**config.mk**
```make
export PLATFORM = sky130hd
export DESIGN_NAME = acc32_seq
export DESIGN_NICKNAME = d
export VERILOG_FILES = /design/src/rtl/acc32_seq.sv
export SDC_FILE = /design/constraint.sdc
export NUM_CORES = 1
export LEC_CHECK = 0
export BUFFER_PORTS_ARGS = -buffer_cell sky130_fd_sc_hd__buf_2
export CORE_MARGIN = 10
export CORE_UTILIZATION = 30
export CTS_BUF_LIST = sky130_fd_sc_hd__clkbuf_8
export CTS_CLUSTER_SIZE = 24
export DETAILED_ROUTE_END_ITERATION = 16
export SYNTH_ARGS = -nofsm -noshare
export SYNTH_HDL_FRONTEND = slang
export SYNTH_SLANG_ARGS = --single-unit
export TNS_END_PERCENT = 50
```
**constraint.sdc**
```tcl
create_clock -name clk -period 4.47 [get_ports clk]
set_input_delay 0 -clock clk [delete_from_list [all_inputs] [get_ports clk]]
set_output_delay 0 -clock clk [all_outputs]
set_load 0.05 [all_outputs]
```
**src/rtl/acc32_seq.sv**
```systemverilog
// acc32_seq: valid/ready stream accumulator around one adder32, counts carry-outs and beats per packet.
// Latency: result valid the cycle after the in_last beat is accepted; one beat per cycle inside a packet.
// Backpressure: in_ready drops while a result waits for out_ready; one bubble cycle between packets.
// Optional feature macro: ACC32_SAT_EN (sticky sum saturation on any carry-out).

// 32-bit ripple-style adder with carry-in and carry-out
module adder32 (
    input  logic [32:1] A,
    input  logic [32:1] B,
    input  logic        c0,
    output logic [32:1] S,
    output logic        c32
);
    assign {c32, S} = {1'b0, A} + {1'b0, B} + {32'd0, c0};
endmodule

module acc32_seq #(
    parameter int CW = 8,
    parameter int NW = 16
) (
    input  logic          clk,
    input  logic          rst_n,
    input  logic          in_valid,
    output logic          in_ready,
    input  logic [32:1]   in_data,
    input  logic          in_last,
    output logic          out_valid,
    input  logic          out_ready,
    output logic [32:1]   out_sum,
    output logic [CW-1:0] out_carry,
    output logic [NW-1:0] out_count
);
    typedef enum logic [1:0] {ST_IDLE, ST_ACC, ST_DONE} state_t;

    localparam logic [CW-1:0] CMAX = '1;
    localparam logic [NW-1:0] NMAX = '1;

    state_t        state_q, state_d;
    logic [32:1]   acc_q, acc_d;
    logic [CW-1:0] carry_cnt_q, carry_cnt_d;
    logic [NW-1:0] beat_cnt_q, beat_cnt_d;
    logic [32:1]   out_sum_q, out_sum_d;
    logic [CW-1:0] out_carry_q, out_carry_d;
    logic [NW-1:0] out_count_q, out_count_d;
    logic          out_valid_q, out_valid_d;
    logic          in_ready_q, in_ready_d;

    logic [32:1]   add_a;
    logic [32:1]   add_s;
    logic          add_c32;
    logic          accept;
    logic [CW-1:0] carry_base, carry_nxt;
    logic [NW-1:0] beat_base, beat_nxt;
    logic [32:1]   sum_nxt;

`ifdef ACC32_SAT_EN
    logic sat_q, sat_d;
    logic sat_nxt;
`endif

    // The first beat of a packet adds to zero so stale acc never leaks in
    assign add_a = (state_q == ST_IDLE) ? 32'd0 : acc_q;

    adder32 u_adder (
        .A   (add_a),
        .B   (in_data),
        .c0  (1'b0),
        .S   (add_s),
        .c32 (add_c32)
    );

    assign accept    = in_valid && in_ready_q;
    assign in_ready  = in_ready_q;
    assign out_valid = out_valid_q;
    assign out_sum   = out_sum_q;
    assign out_carry = out_carry_q;
    assign out_count = out_count_q;

    // Saturating counter increments and the next accumulator value for an accepted beat
    always_comb begin
        carry_base = (state_q == ST_IDLE) ? '0 : carry_cnt_q;
        beat_base  = (state_q == ST_IDLE) ? '0 : beat_cnt_q;
        carry_nxt  = (add_c32 && (carry_base != CMAX)) ? carry_base + CW'(1) : carry_base;
        beat_nxt   = (beat_base != NMAX) ? beat_base + NW'(1) : beat_base;
`ifdef ACC32_SAT_EN
        sat_nxt    = ((state_q == ST_IDLE) ? 1'b0 : sat_q) | add_c32;
        sum_nxt    = sat_nxt ? 32'hFFFF_FFFF : add_s;
`else
        sum_nxt    = add_s;
`endif
    end

    // Next-state logic: IDLE/ACC fold beats, DONE holds the result until out_ready
    always_comb begin
        state_d     = state_q;
        acc_d       = acc_q;
        carry_cnt_d = carry_cnt_q;
        beat_cnt_d  = beat_cnt_q;
        out_sum_d   = out_sum_q;
        out_carry_d = out_carry_q;
        out_count_d = out_count_q;
        out_valid_d = out_valid_q;
        in_ready_d  = in_ready_q;
`ifdef ACC32_SAT_EN
        sat_d       = sat_q;
`endif
        case (state_q)
            ST_IDLE, ST_ACC: begin
                if (accept) begin
                    acc_d       = sum_nxt;
                    carry_cnt_d = carry_nxt;
                    beat_cnt_d  = beat_nxt;
`ifdef ACC32_SAT_EN
                    sat_d       = sat_nxt;
`endif
                    if (in_last) begin
                        out_sum_d   = sum_nxt;
                        out_carry_d = carry_nxt;
                        out_count_d = beat_nxt;
                        out_valid_d = 1'b1;
                        in_ready_d  = 1'b0;
                        state_d     = ST_DONE;
                    end else begin
                        state_d = ST_ACC;
                    end
                end
            end
            ST_DONE: begin
                if (out_ready) begin
                    out_valid_d = 1'b0;
                    in_ready_d  = 1'b1;
                    state_d     = ST_IDLE;
`ifdef ACC32_SAT_EN
                    sat_d       = 1'b0;
`endif
                end
            end
            default: begin
                out_valid_d = 1'b0;
                in_ready_d  = 1'b1;
                state_d     = ST_IDLE;
            end
        endcase
    end

    // State registers with synchronous active-low reset; reset drops any packet in flight
    always_ff @(posedge clk) begin
        if (!rst_n) begin
            state_q     <= ST_IDLE;
            acc_q       <= '0;
            carry_cnt_q <= '0;
            beat_cnt_q  <= '0;
            out_sum_q   <= '0;
            out_carry_q <= '0;
            out_count_q <= '0;
            out_valid_q <= 1'b0;
            in_ready_q  <= 1'b1;
`ifdef ACC32_SAT_EN
            sat_q       <= 1'b0;
`endif
        end else begin
            state_q     <= state_d;
            acc_q       <= acc_d;
            carry_cnt_q <= carry_cnt_d;
            beat_cnt_q  <= beat_cnt_d;
            out_sum_q   <= out_sum_d;
            out_carry_q <= out_carry_d;
            out_count_q <= out_count_d;
            out_valid_q <= out_valid_d;
            in_ready_q  <= in_ready_d;
`ifdef ACC32_SAT_EN
            sat_q       <= sat_d;
`endif
        end
    end
endmodule

```
Word level (Yosys, flattened, before mapping)
Index checks and enable logic that the tools add are counted.
{ "word_totals": {"latch_bits": 0, "mem_count": 0, "ram_bits": 0, "regBits": 116, "output_inout_bits": 58, "wordCells": 44, "rom_bits": 0} }
{ "op_classes": {"n_mux": 17, "n_div": 0, "order_cmp": 0, "shifts": 0, "reduce_logical": 8, "mul": 0, "bitwise": 0, "eq_ne": 7, "n_addsub": 3} }
{ "op_table": {"columns": ["cell", "count"], "rows": [
  ["32-bit by 32-bit adder with 33-bit output", 1],
  ["16-bit 2-to-1 mux", 2],
  ["32-bit 2-to-1 mux", 1],
  ["16-bit by 1-bit adder with 16-bit output, second input constant", 1],
  ["8-bit 2-to-1 mux", 2],
  ["16-bit inequality test, second input constant", 1],
  ["8-bit by 1-bit adder with 8-bit output, second input constant", 1],
  ["8-bit inequality test, second input constant", 1],
  ["1-bit 2-to-1 mux", 6],
  ["2-bit 2-to-1 mux", 3],
  ["2-bit inequality test, second input constant", 3],
  ["3-bit AND reduction", 2],
  ["1-bit case mux with 2 select lines", 2],
  ["2-bit case mux with 2 select lines", 1],
  ["2-bit AND reduction", 2],
  ["2-bit by 1-bit equality test with 1-bit output, second input constant", 1],
  ["2-bit equality test, second input constant", 1],
  ["1-bit logical AND", 2],
  ["2-bit logical NOT", 1],
  ["2-bit OR reduction", 1]
]} }

Longest topological paths before layout
Gate-level depths: netlist (run 1).
{ "depth": {"depth_word": 5, "mapped_depth": 16, "mapped_depth_nobuf": 12} }

Modules after synthesis
From an unflattened synthesis (run 1), not the netlist that was laid out.
{ "hier_totals": {"cells_unflattened": 923, "hier_area_um2": 7059.3} }
{ "modules_own_cells": {"columns": ["module", "area_each_um2", "seq_area_each_um2", "n_inst", "cells_per_inst"], "rows": [
  ["acc32_seq", 5205.0, 2322.2, 1, 664],
  ["adder32", 1854.3, 0.0, 1, 259]
]} }

Least setup slack after synthesis (run 1)
Ideal clock, no wire load.
{ "synth_path": {"path_type": "reg2reg", "start": "register state_q[0]", "end": "register out_carry_q[3] (netlist: out_carry[3])", "slack_ps": 942, "period_less_slack_ps": 3528, "arrival_ps": 3458, "setup_time_ps": 70, "stages_incl_launch_ff": 16, "t_required_ps": 4400, "cell_sequence": "dfxtp_1 -> buf_6 -> or2_1 -> clkbuf_1 -> clkbuf_1 -> clkbuf_1 -> and2_1 -> ha_1 -> a21o_1 -> a221o_1 -> a21o_1 -> o2111a_2 -> o21a_4 -> o21ai_2 -> mux2_1 -> a21oi_1"} }
{ "synth_via": {"elab_chain_len": 5, "word_cells_on_any_way": 11, "classes_between": "add/sub (2); eq/ne (2); mux (3); reduce/logical (4)"} }
{ "synth_lines": {"columns": ["element", "line_no", "rtl"], "rows": [
  ["from (decl)", "38", "state_t state_q, state_d;"],
  ["from (signal assigned)", "162", "state_q <= state_d;"],
  ["2-bit logical NOT", "62, 81, 107", null],
  ["32-bit 2-to-1 mux or 8-bit 2-to-1 mux (tied branches)", "62, 81", null],
  ["32-bit by 32-bit adder with 33-bit output or 8-bit inequality test (tied branches)", "14, 83", null],
  ["1-bit logical AND", "83", "carry_nxt = (add_c32 && (carry_base != CMAX)) ? carry_base + CW'(1) : carry_base;"],
  ["8-bit 2-to-1 mux", "83", null],
  ["to (signal assigned)", "167", "out_carry_q <= out_carry_d;"],
  ["to (decl)", "43", "logic [CW-1:0] out_carry_q, out_carry_d;"]
]} }
Parallel ways exist; a longest one is shown, timed or not.
A chain may end at the register's enable or synchronous reset.

Worst setup path in the final report (run 1)
{ "layout_path": {"start": "register state_q[1]", "end": "register acc_q[30] (netlist name)"} }
{ "layout_via": {"elab_chain_len": 3, "word_cells_on_any_way": 6, "classes_between": "add/sub (1); eq/ne (1); mux (1); reduce/logical (3)"} }
{ "layout_lines": {"columns": ["element", "line_no", "rtl"], "rows": [
  ["2-bit logical NOT or 2-bit by 1-bit equality test with 1-bit output (tied branches)", "62, 107", null],
  ["32-bit 2-to-1 mux or 2-bit OR reduction (tied branches)", "62, 107", null],
  ["32-bit by 32-bit adder with 33-bit output or 2-bit AND reduction (tied branches)", null, null],
  ["to (signal assigned)", "150", "acc_q <= '0;"],
  ["to (signal assigned)", "163", "acc_q <= acc_d;"],
  ["to (decl)", "39", "logic [32:1] acc_q, acc_d;"]
]} }
Parallel ways exist; a longest one is shown, timed or not.

==> results of run 1 <==
metal layers:
| layer | vias up | share of wire, % | global-route usage, % |
|---|---|---|---|
| li1 | 3337 | - | - |
| met1 | 3056 | 45 | 18.0 |
| met2 | 162 | 46 | 22.2 |
| met3 | 25 | 6.7 | 3.33 |
| met4 | 0 | 2.0 | 5.06 |
| met5 | - | 0 | 0 |
how the worst max path moves through the flow:
stage | depth (start not counted) | to | startpoint
after detailed placement | 13 | out_carry[5] | state_q[1]
after global routing | 12 | acc_q[30] | state_q[1]
after floorplan | 15 | out_carry[3] | state_q[0]
after global placement | 13 | out_carry[5] | state_q[1]
after CTS | 12 | acc_q[30] | state_q[1]
final | 12 | acc_q[30] | state_q[1]
critical path, stage by stage (launching register included):
cell                        delay [ns]
sky130_fd_sc_hd__dfxtp_1          0.44
sky130_fd_sc_hd__or2_1            0.40
sky130_fd_sc_hd__buf_4            0.22
sky130_fd_sc_hd__and2_1           0.16
sky130_fd_sc_hd__ha_1             0.34
sky130_fd_sc_hd__nand2_1          0.11
sky130_fd_sc_hd__o311ai_1         0.51
sky130_fd_sc_hd__o2111ai_1        0.28
sky130_fd_sc_hd__o211ai_1         0.32
sky130_fd_sc_hd__a21oi_1          0.15
sky130_fd_sc_hd__o31ai_1          0.43
sky130_fd_sc_hd__nand4b_1         0.14
sky130_fd_sc_hd__o311ai_0         0.13
power by group:
| group | internal, mW | total [mW] | switching, mW |
|---|---|---|---|
| Clock | 0.545 | 0.994 | 0.449 |
| Combinational | 0.149 | 0.498 | 0.349 |
| Sequential | 1.09 | 1.12 | 0.0280 |
| Total | 1.78 | 2.61 | 0.826 |
placed cells by master (no fill, tap or decap), types with 6 or more instances in the layout:
cell type	synthesis	final
sky130_fd_sc_hd__a211oi_1	21	21
sky130_fd_sc_hd__a21o_1	13	13
sky130_fd_sc_hd__a21oi_1	92	92
sky130_fd_sc_hd__a22oi_1	10	10
sky130_fd_sc_hd__and2_1	40	39
sky130_fd_sc_hd__and3_1	8	8
sky130_fd_sc_hd__buf_2	0	94
sky130_fd_sc_hd__buf_4	0	14
sky130_fd_sc_hd__clkbuf_8	0	21
sky130_fd_sc_hd__dfxtp_1	116	116
sky130_fd_sc_hd__ha_1	34	34
sky130_fd_sc_hd__inv_1	7	8
sky130_fd_sc_hd__nand2_1	148	147
sky130_fd_sc_hd__nand2b_1	6	6
sky130_fd_sc_hd__nand3_1	51	51
sky130_fd_sc_hd__nand4_1	6	6
sky130_fd_sc_hd__nor2_1	63	62
sky130_fd_sc_hd__nor3_1	14	14
sky130_fd_sc_hd__o211ai_1	6	6
sky130_fd_sc_hd__o21a_1	13	13
sky130_fd_sc_hd__o21ai_0	43	43
sky130_fd_sc_hd__o311ai_1	8	8
sky130_fd_sc_hd__o31ai_1	10	10
sky130_fd_sc_hd__or3_1	9	9
sky130_fd_sc_hd__xnor2_1	19	19
sky130_fd_sc_hd__xor2_1	17	17
state kept, by name, indices dropped and copies added (netlist names):
name,count
out_valid,1
out_sum,32
acc_q,32
state_q,2
carry_cnt_q,8
in_ready,1
out_carry,8
beat_cnt_q,16
out_count,16
kinds of logic (layout without fill, tap and decap cells):
kind of cell | count (synthesis) | in the layout | synth area share, %
AND/OR/NAND/NOR | 370 | 370 | 25.4
buffers and inverters | 67 | 151 | 3.84
adder cells (fa/ha/maj) | 35 | 35 | 6.41
AO/OA/AOI/OAI | 263 | 263 | 25.6
XOR/XNOR | 36 | 36 | 4.54
flip-flops | 116 | 116 | 33.4
multiplexers | 5 | 5 | 0.739
stage by stage:
step                      power (mW)  hold slack (ns)  setup slack (ns)  std cells  instance area, um2
final                           2.61           0.0952             0.717       1261                8090
after global routing            2.74            0.124             0.354       1261                8090
after CTS                       2.64           0.0610             0.700       1261                8090
after detailed placement        1.64            0.305             0.736       1226                7650
after global placement          1.63            0.310             0.842       1226                7650
after floorplan                 1.50            0.172             0.942        892                6940
cell type report:
| cell class | count | area [um2] | area share [%] |
|---|---|---|---|
| multi-input cells | 709 | 4360 | 53.9 |
| flip-flops and latches | 116 | 2320 | 28.7 |
| repair buffers | 113 | 626 | 7.73 |
| well taps | 285 | 357 | 4.41 |
| clock buffers | 21 | 289 | 3.57 |
| clock inverters | 9 | 105 | 1.30 |
| inverters | 8 | 30.0 | 0.371 |
==> metrics.md, run 1 <==
| Metric | Value |
|---|---|
| Status | completed |
| Count of hold-fix buffers inserted at cts | 5 |
| H-tree depth | 4 |
| Transition time at the pin with the least slew margin | approximately 1 ns |
| Endpoint with the worst hold slack | in_ready |
| Startpoint Class | flop |
| Share of the yosys chip area belonging to registers | about a third |
| I/O pin count | between 90 and 100 |
| Post-route clock period utilization | 84.0% |
| Top cell types by occurrence after synthesis | sky130_fd_sc_hd__nand2_1 (148), sky130_fd_sc_hd__dfxtp_1 (116), sky130_fd_sc_hd__a21oi_1 (92) |
| GPL Wtd Cong | approximately 0.86 |
| Final count of pins violating max slew | 0 |
| Root Driver | sky130_fd_sc_hd__clkbuf_8 |
| Worst hold path startpoint | rst_n |
| Horizontal extent of the die | 172 um |
| CTS clk-pin slew, worst paths | approximately 0.08 ns |
| Gate Count Post-Synth | roughly 890 |
| Inserted Clock Buffers | 17 |
| Cell depth of the worst min-delay path | 3 |
| Detailed-router iteration count before antenna repair | 5 |
| Number of enable flip-flop cells after synthesis | 0 |
| Fillers | roughly 2.4k |
| DRC violation total after the first TritonRoute iteration | around 460 |
| Latest clock arrival within the worst-skew pair | around 0.45 ns |
| Worst flop-to-flop path startpoint | state_q[1] |
| Number of resized instances in the post-cts repair step | 0 |
| Post-synthesis async set-or-reset flop share | 0% |
| Average cell area after synthesis | 7.78 um2 |
| Total Routing Usage GR | around 14% |
| First-pass GRT wire length | approximately 33,000 um |
| Area overhead of the layout relative to synthesis | 16.5% |
| Residual antenna-violating net count after detailed routing | 0 |
| Buffer count from post-CTS setup fixing | 0 |
| Crit Reg-Reg Endpoint | acc_q[30] |
| Type of the most critical hold path | in2reg |
| Clock Skew | roughly 0.012 ns |
| Headroom to the max-slew limit | between 30% and 40% |
| Data required, critical path | between 4 and 5 ns |
| Share of the synthesized area in the top cell type | roughly a third |
| DRC violations left | 0 |
| Setup total negative slack | 0 ns |
| Finish-stage setup viols | 0 |
| Core area | 22,700 um2 |
| Average wire length per cell after detail routing | 16.2 um |
| Top achievable clock speed | roughly 270 MHz |
| CTS tree | built |
| RSZ-0062 raised after global routing | no |
| Number of clock sinks | approximately 120 |
| Estimated wirelength of the detail-placed design | 14,700 um |
| Nature of the critical path endpoint | flop |
| Biggest area consumer among synthesized cells | sky130_fd_sc_hd__dfxtp_1 |
| Worst Setup Path Type | reg2reg |
| Layout cell share with drive strength beyond 1 | between 10% and 20% |
| Final critical delay including setup and external delays | between 3 and 4 ns |
| Synth Flop Type | sky130_fd_sc_hd__dfxtp_1 |
| Worst reg2reg path depth | 12 |
| Floorplan die height | 172 um |
| Global route overflow | 0 |
| Synthesis-stage register bit count | approximately 120 |
| Drt via density | ~5.2 |
| Sum of routed wire length over all layers | about 20,000 um |
| Worst vdd ir | approximately 180 uV |
| Crit path DAT | 4.08 ns |
| Via count of the first global-routing pass | approximately 6.4k |
| Final cell utilization of the core | a little over a third |
| Count of warnings emitted by yosys | 0 |
| Fin. Hold Viols | 0 |
| Slack of the worst reg-to-reg path | about 0.72 ns |
| Most frequent cell after synthesis | sky130_fd_sc_hd__nand2_1 |
| Largest cells by area after synthesis | sky130_fd_sc_hd__dfxtp_1 (33%), sky130_fd_sc_hd__nand2_1 (8.0%), sky130_fd_sc_hd__a21oi_1 (6.6%) |
| Initial antenna violation count | 0 |
| Ratio of total power to cell area | approximately 320 nW/um2 |
| Worst Path Max Fanout | 13 |
| Rows | 55 |
| Total inserted antenna cells | 0 |
| Leak pwr | between 3 and 4 nW |
| Overall via count from detail_route | around 6.6k |
| Maximum count of clock buffers along a single path | 2 |
| Post-Syn Area | 6940 um2 |
| Pin count of the biggest net entering global routing | 56 |
| Starting density of the core | between 30% and 40% |
| Max-cap violations | 0 |
| Synth unique cells | 73 |
| Final Net Count | between 1k and 1.5k |
| Synthesized netlist net count | around 960 |
| Die Outline Area | between 20,000 and 30,000 um2 |
| Total of buffers placed on input and output ports | 94 |
Note: power is estimated with default switching activity, not from simulation.
==> run 2: changes to the inputs <==
--- a/config.mk
+++ b/config.mk
@@ -5,6 +5,7 @@
 export SDC_FILE = /design/constraint.sdc
 export NUM_CORES = 1
 export LEC_CHECK = 0
+export ABC_AREA = 1
 export BUFFER_PORTS_ARGS = -buffer_cell sky130_fd_sc_hd__buf_2
 export CORE_MARGIN = 10
 export CORE_UTILIZATION = 30
==> constraint.sdc (replaced) <==
create_clock -name clk -period 3.85 [get_ports clk]
set_input_delay 0 -clock clk [delete_from_list [all_inputs] [get_ports clk]]
set_output_delay 0 -clock clk [all_outputs]
set_load 0.05 [all_outputs]
==> metrics.md, run 2 <==
| Metric | Value |
|---|---|
| Finish-stage setup viols | 0 (unchanged) |
| Headroom to the max-slew limit | 51.1% (+18 points) |
| Leak pwr | 4.93 nW (+51%) |
| Post-synthesis async set-or-reset flop share | 0% (unchanged) |
| Synth Flop Type | sky130_fd_sc_hd__dfxtp_1 |
| Sum of routed wire length over all layers | 22,300 um (+9.6%) |
| GPL Wtd Cong | 0.906 (+5.0%) |
| Share of the synthesized area in the top cell type | 30.6% (-2.9 points) |
| Worst vdd ir | 197 uV (+7.5%) |
| Detailed-router iteration count before antenna repair | 5 (unchanged) |
| Number of resized instances in the post-cts repair step | 0 (unchanged) |
| Layout cell share with drive strength beyond 1 | 11.7% (-5.1 points) |
| Initial antenna violation count | 0 (unchanged) |
| Via count of the first global-routing pass | 7,258 (+14%) |
| Synth unique cells | 38 (-48%) |
| Cell area after layout | 8820 um2 (+9.1%) |
| Nature of the critical path endpoint | flop |
| Capturing element of the worst setup path | out_carry[7] |
| DRC violations left | 0 (unchanged) |
| Final Net Count | 1,415 (+36%) |
| Transition time at the pin with the least slew margin | 0.730 ns (-0.267 ns) |
| Final count of pins violating max slew | 0 (unchanged) |
| Most common cell after layout, fill and taps aside | sky130_fd_sc_hd__nand2_1 |
| Crit path DAT | 3.45 ns (-0.63 ns) |
| Worst flop-to-flop path startpoint | state_q[1] |
| Non-filler instance count after layout | 1,686 (+34%) |
| CTS tree | built |
| Final critical delay including setup and external delays | 3.09 ns (-0.667 ns) |
| Max-cap violations | 0 (unchanged) |
| Longest individual stage delay on the worst path | 0.37 ns (-0.14 ns) |
| Biggest area consumer among synthesized cells | sky130_fd_sc_hd__dfxtp_1 |
| Slowest stage cell, crit path | sky130_fd_sc_hd__dfxtp_1 |
| RSZ-0062 raised after global routing | no |
| H-tree depth | 4 (unchanged) |
| Startpoint Class | flop |
| Source of the critical timing path | state_q[1] |
| Post-Syn Area | 7590 um2 (+9.4%) |
| Commonest cells after routing, fill and taps aside | sky130_fd_sc_hd__nand2_1 (282), sky130_fd_sc_hd__inv_1 (244), sky130_fd_sc_hd__nor2_1 (199) |
| Cell Count Post-Placement | 1,650 (+35%) |
| Data required, critical path | 4.21 ns (-0.59 ns) |
| Top achievable clock speed | 324 MHz (+22%) |
| Starting density of the core | 30.3% (-0.25 points) |
| Worst reg2reg path depth | 17 (+5) |
| Pin count of the biggest net entering global routing | 71 (+27%) |
| Die Outline Area | 32,100 um2 (+8.2%) |
| Total Routing Usage GR | 14.2% (+0.27 points) |
| Core area | 25,000 um2 (+10%) |
| Clock Skew | 0.0147 ns (+0.00271 ns) |
| Total of buffers placed on input and output ports | 94 (unchanged) |
| Root Driver | sky130_fd_sc_hd__clkbuf_8 |
| Cells along the critical path | nor2_4, buf_4, nor2_1, ha_1, nand2_1, nor2_1, inv_1, nor2_1, nand2_1, nand2_1, nand2_1, nand2_1, nand2_2, nand2_1, nand3_1, nand2_1, inv_1 |
| Synthesis-stage register bit count | 116 (unchanged) |
| Critical path's most frequent cell | sky130_fd_sc_hd__nand2_1 |
| CTS clk-pin slew, worst paths | 0.08 ns (about the same) |
| Floorplan die height | 179 um (+4.0%) |
| Inserted Clock Buffers | 17 (unchanged) |
| Post-route clock period utilization | 80.2% (-3.8 points) |
| Count of warnings emitted by yosys | 0 (unchanged) |
| Total inserted antenna cells | 0 (unchanged) |
| Post-placement cell area | 8370 um2 (+9.5%) |
| Number of clock sinks | 116 (unchanged) |
| Top cell types by occurrence after synthesis | sky130_fd_sc_hd__nand2_1 (282), sky130_fd_sc_hd__inv_1 (243), sky130_fd_sc_hd__nor2_1 (199) |
| Horizontal extent of the die | 179 um (+4.0%) |
| Drt via density | 4.48 (-14%) |
| Gate Count Post-Synth | 1,259 (+41%) |
| Setup total negative slack | 0 ns (unchanged) |
| Share of the yosys chip area belonging to registers | 30.6% (-2.9 points) |
| Synthesized netlist net count | 1,331 (+38%) |
| I/O pin count | 95 (unchanged) |
| Average cell area after synthesis | 6.03 um2 (-23%) |
| Setup slack after placement | 0.744 ns (+0.00881 ns) |
| Crit Reg-Reg Endpoint | out_carry[7] |
| First-pass GRT wire length | 36,500 um (+9.9%) |
| Overall via count from detail_route | 7,553 (+15%) |
| DRC violation total after the first TritonRoute iteration | 508 (+11%) |
| Estimated wirelength of the detail-placed design | 17,000 um (+15%) |
| Worst Path Max Fanout | 21 (+8) |
| Average wire length per cell after detail routing | 13.2 um (-18%) |
| Ratio of total power to cell area | 405 nW/um2 (+26%) |
| Rows | 58 (+5.5%) |
| Latest clock arrival within the worst-skew pair | 0.47 ns (+0.02 ns) |
| Most frequent cell after synthesis | sky130_fd_sc_hd__nand2_1 |
| Fin. Hold Viols | 0 (unchanged) |
| Maximum count of clock buffers along a single path | 2 (unchanged) |
| Number of enable flip-flop cells after synthesis | 0 (unchanged) |
| Area overhead of the layout relative to synthesis | 16.2% |
| Type of the most critical hold path | in2reg |
| Largest cells by area after synthesis | sky130_fd_sc_hd__dfxtp_1 (31%), sky130_fd_sc_hd__nand2_1 (14%), sky130_fd_sc_hd__inv_1 (12%) |
| Status | completed |
| Min setup slack post-route | 0.764 ns (+0.0473 ns) |
| Slack of the worst reg-to-reg path | 0.76 ns (+0.05 ns) |
| Global route overflow | 0 (unchanged) |
| Residual antenna-violating net count after detailed routing | 0 (unchanged) |
| Worst Setup Path Type | reg2reg |
run 2: changes by cell type after synthesis, moves of 13 or more:
cell / before / now
sky130_fd_sc_hd__and2_1: 40 / 0
sky130_fd_sc_hd__o21a_1: 13 / 0
sky130_fd_sc_hd__nor2_1: 63 / 199
sky130_fd_sc_hd__inv_1: 7 / 243
sky130_fd_sc_hd__a211oi_1: 21 / 1
sky130_fd_sc_hd__nand3_1: 51 / 105
sky130_fd_sc_hd__nand2_1: 148 / 282
sky130_fd_sc_hd__clkbuf_1: 51 / 30
sky130_fd_sc_hd__xnor2_1: 19 / 6
run 2: cell type report:
cell class	count	area, um2
clock inverters	15	180
inverters	249	935
multi-input cells	852	4160
fillers	2788	16200
repair buffers	107	578
well taps	330	413
flip-flops and latches	116	2320
clock buffers	17	234
run 2: logic make-up after synthesis:
family	share of synthesized area (%)
simple gates	34.1
buf+inv	14.7
compound gates	12.1
flops	30.6
fa+ha+maj	5.87
xor+xnor	2.65
run 2: timing repair:
item	CTS	global route
setup endpoints to repair	0	0
hold endpoints to repair	5	0
hold buffers	4	0
buffers inserted	0	0
run 2: worst min-delay path by stage:
stage / from / slack (ns) / cells after the start / endpoint
2_1_floorplan: out_ready / 0.21 / 3 / state_q[1]
3_5_place_dp: out_ready / 0.38 / 4 / state_q[1]
6_report: in_data[2] / 0.04 / 4 / out_sum[2]
3_3_place_gp: out_ready / 0.37 / 4 / state_q[1]
4_1_cts: in_data[2] / 0.008 / 4 / out_sum[2]
5_1_grt: in_data[2] / 0.07 / 4 / out_sum[2]
run 2: per-stage QoR:
stage / total power, mW / utilization, % / hold WS (ns)
2_1_floorplan: 2.13 / - / 0.214
3_3_place_gp: 2.37 / 33.4 / 0.367
3_5_place_dp: 2.38 / 33.4 / 0.379
4_1_cts: 3.62 / 35.2 / 0.00804
5_1_grt: 3.81 / 35.2 / 0.0659
6_report: 3.57 / 35.2 / 0.0367
run 2: metal layers:
metal,share of wire (%),vias up,global-route usage [%],wire [um]
met5,0,-,0,0
met4,1.8,0,4.82,409
met3,4.5,23,3.35,1010
met2,45,144,22.8,10000
met1,49,3329,18.4,10900
li1,-,4057,-,-
run 2: where the power goes:
group	leakage, nW	switching (mW)	total, mW	internal (mW)
clock network	0.208	0.582	1.23	0.644
registers	0.956	0.0522	1.37	1.31
logic	3.76	0.701	0.981	0.279
run 2: worst max-delay path: cells and delay by family, from the launching register on:
kind	cells	cell delay, ns
flops	1	0.37
buf+inv	3	0.46
fa+ha+maj	1	0.35
simple gates	13	1.77
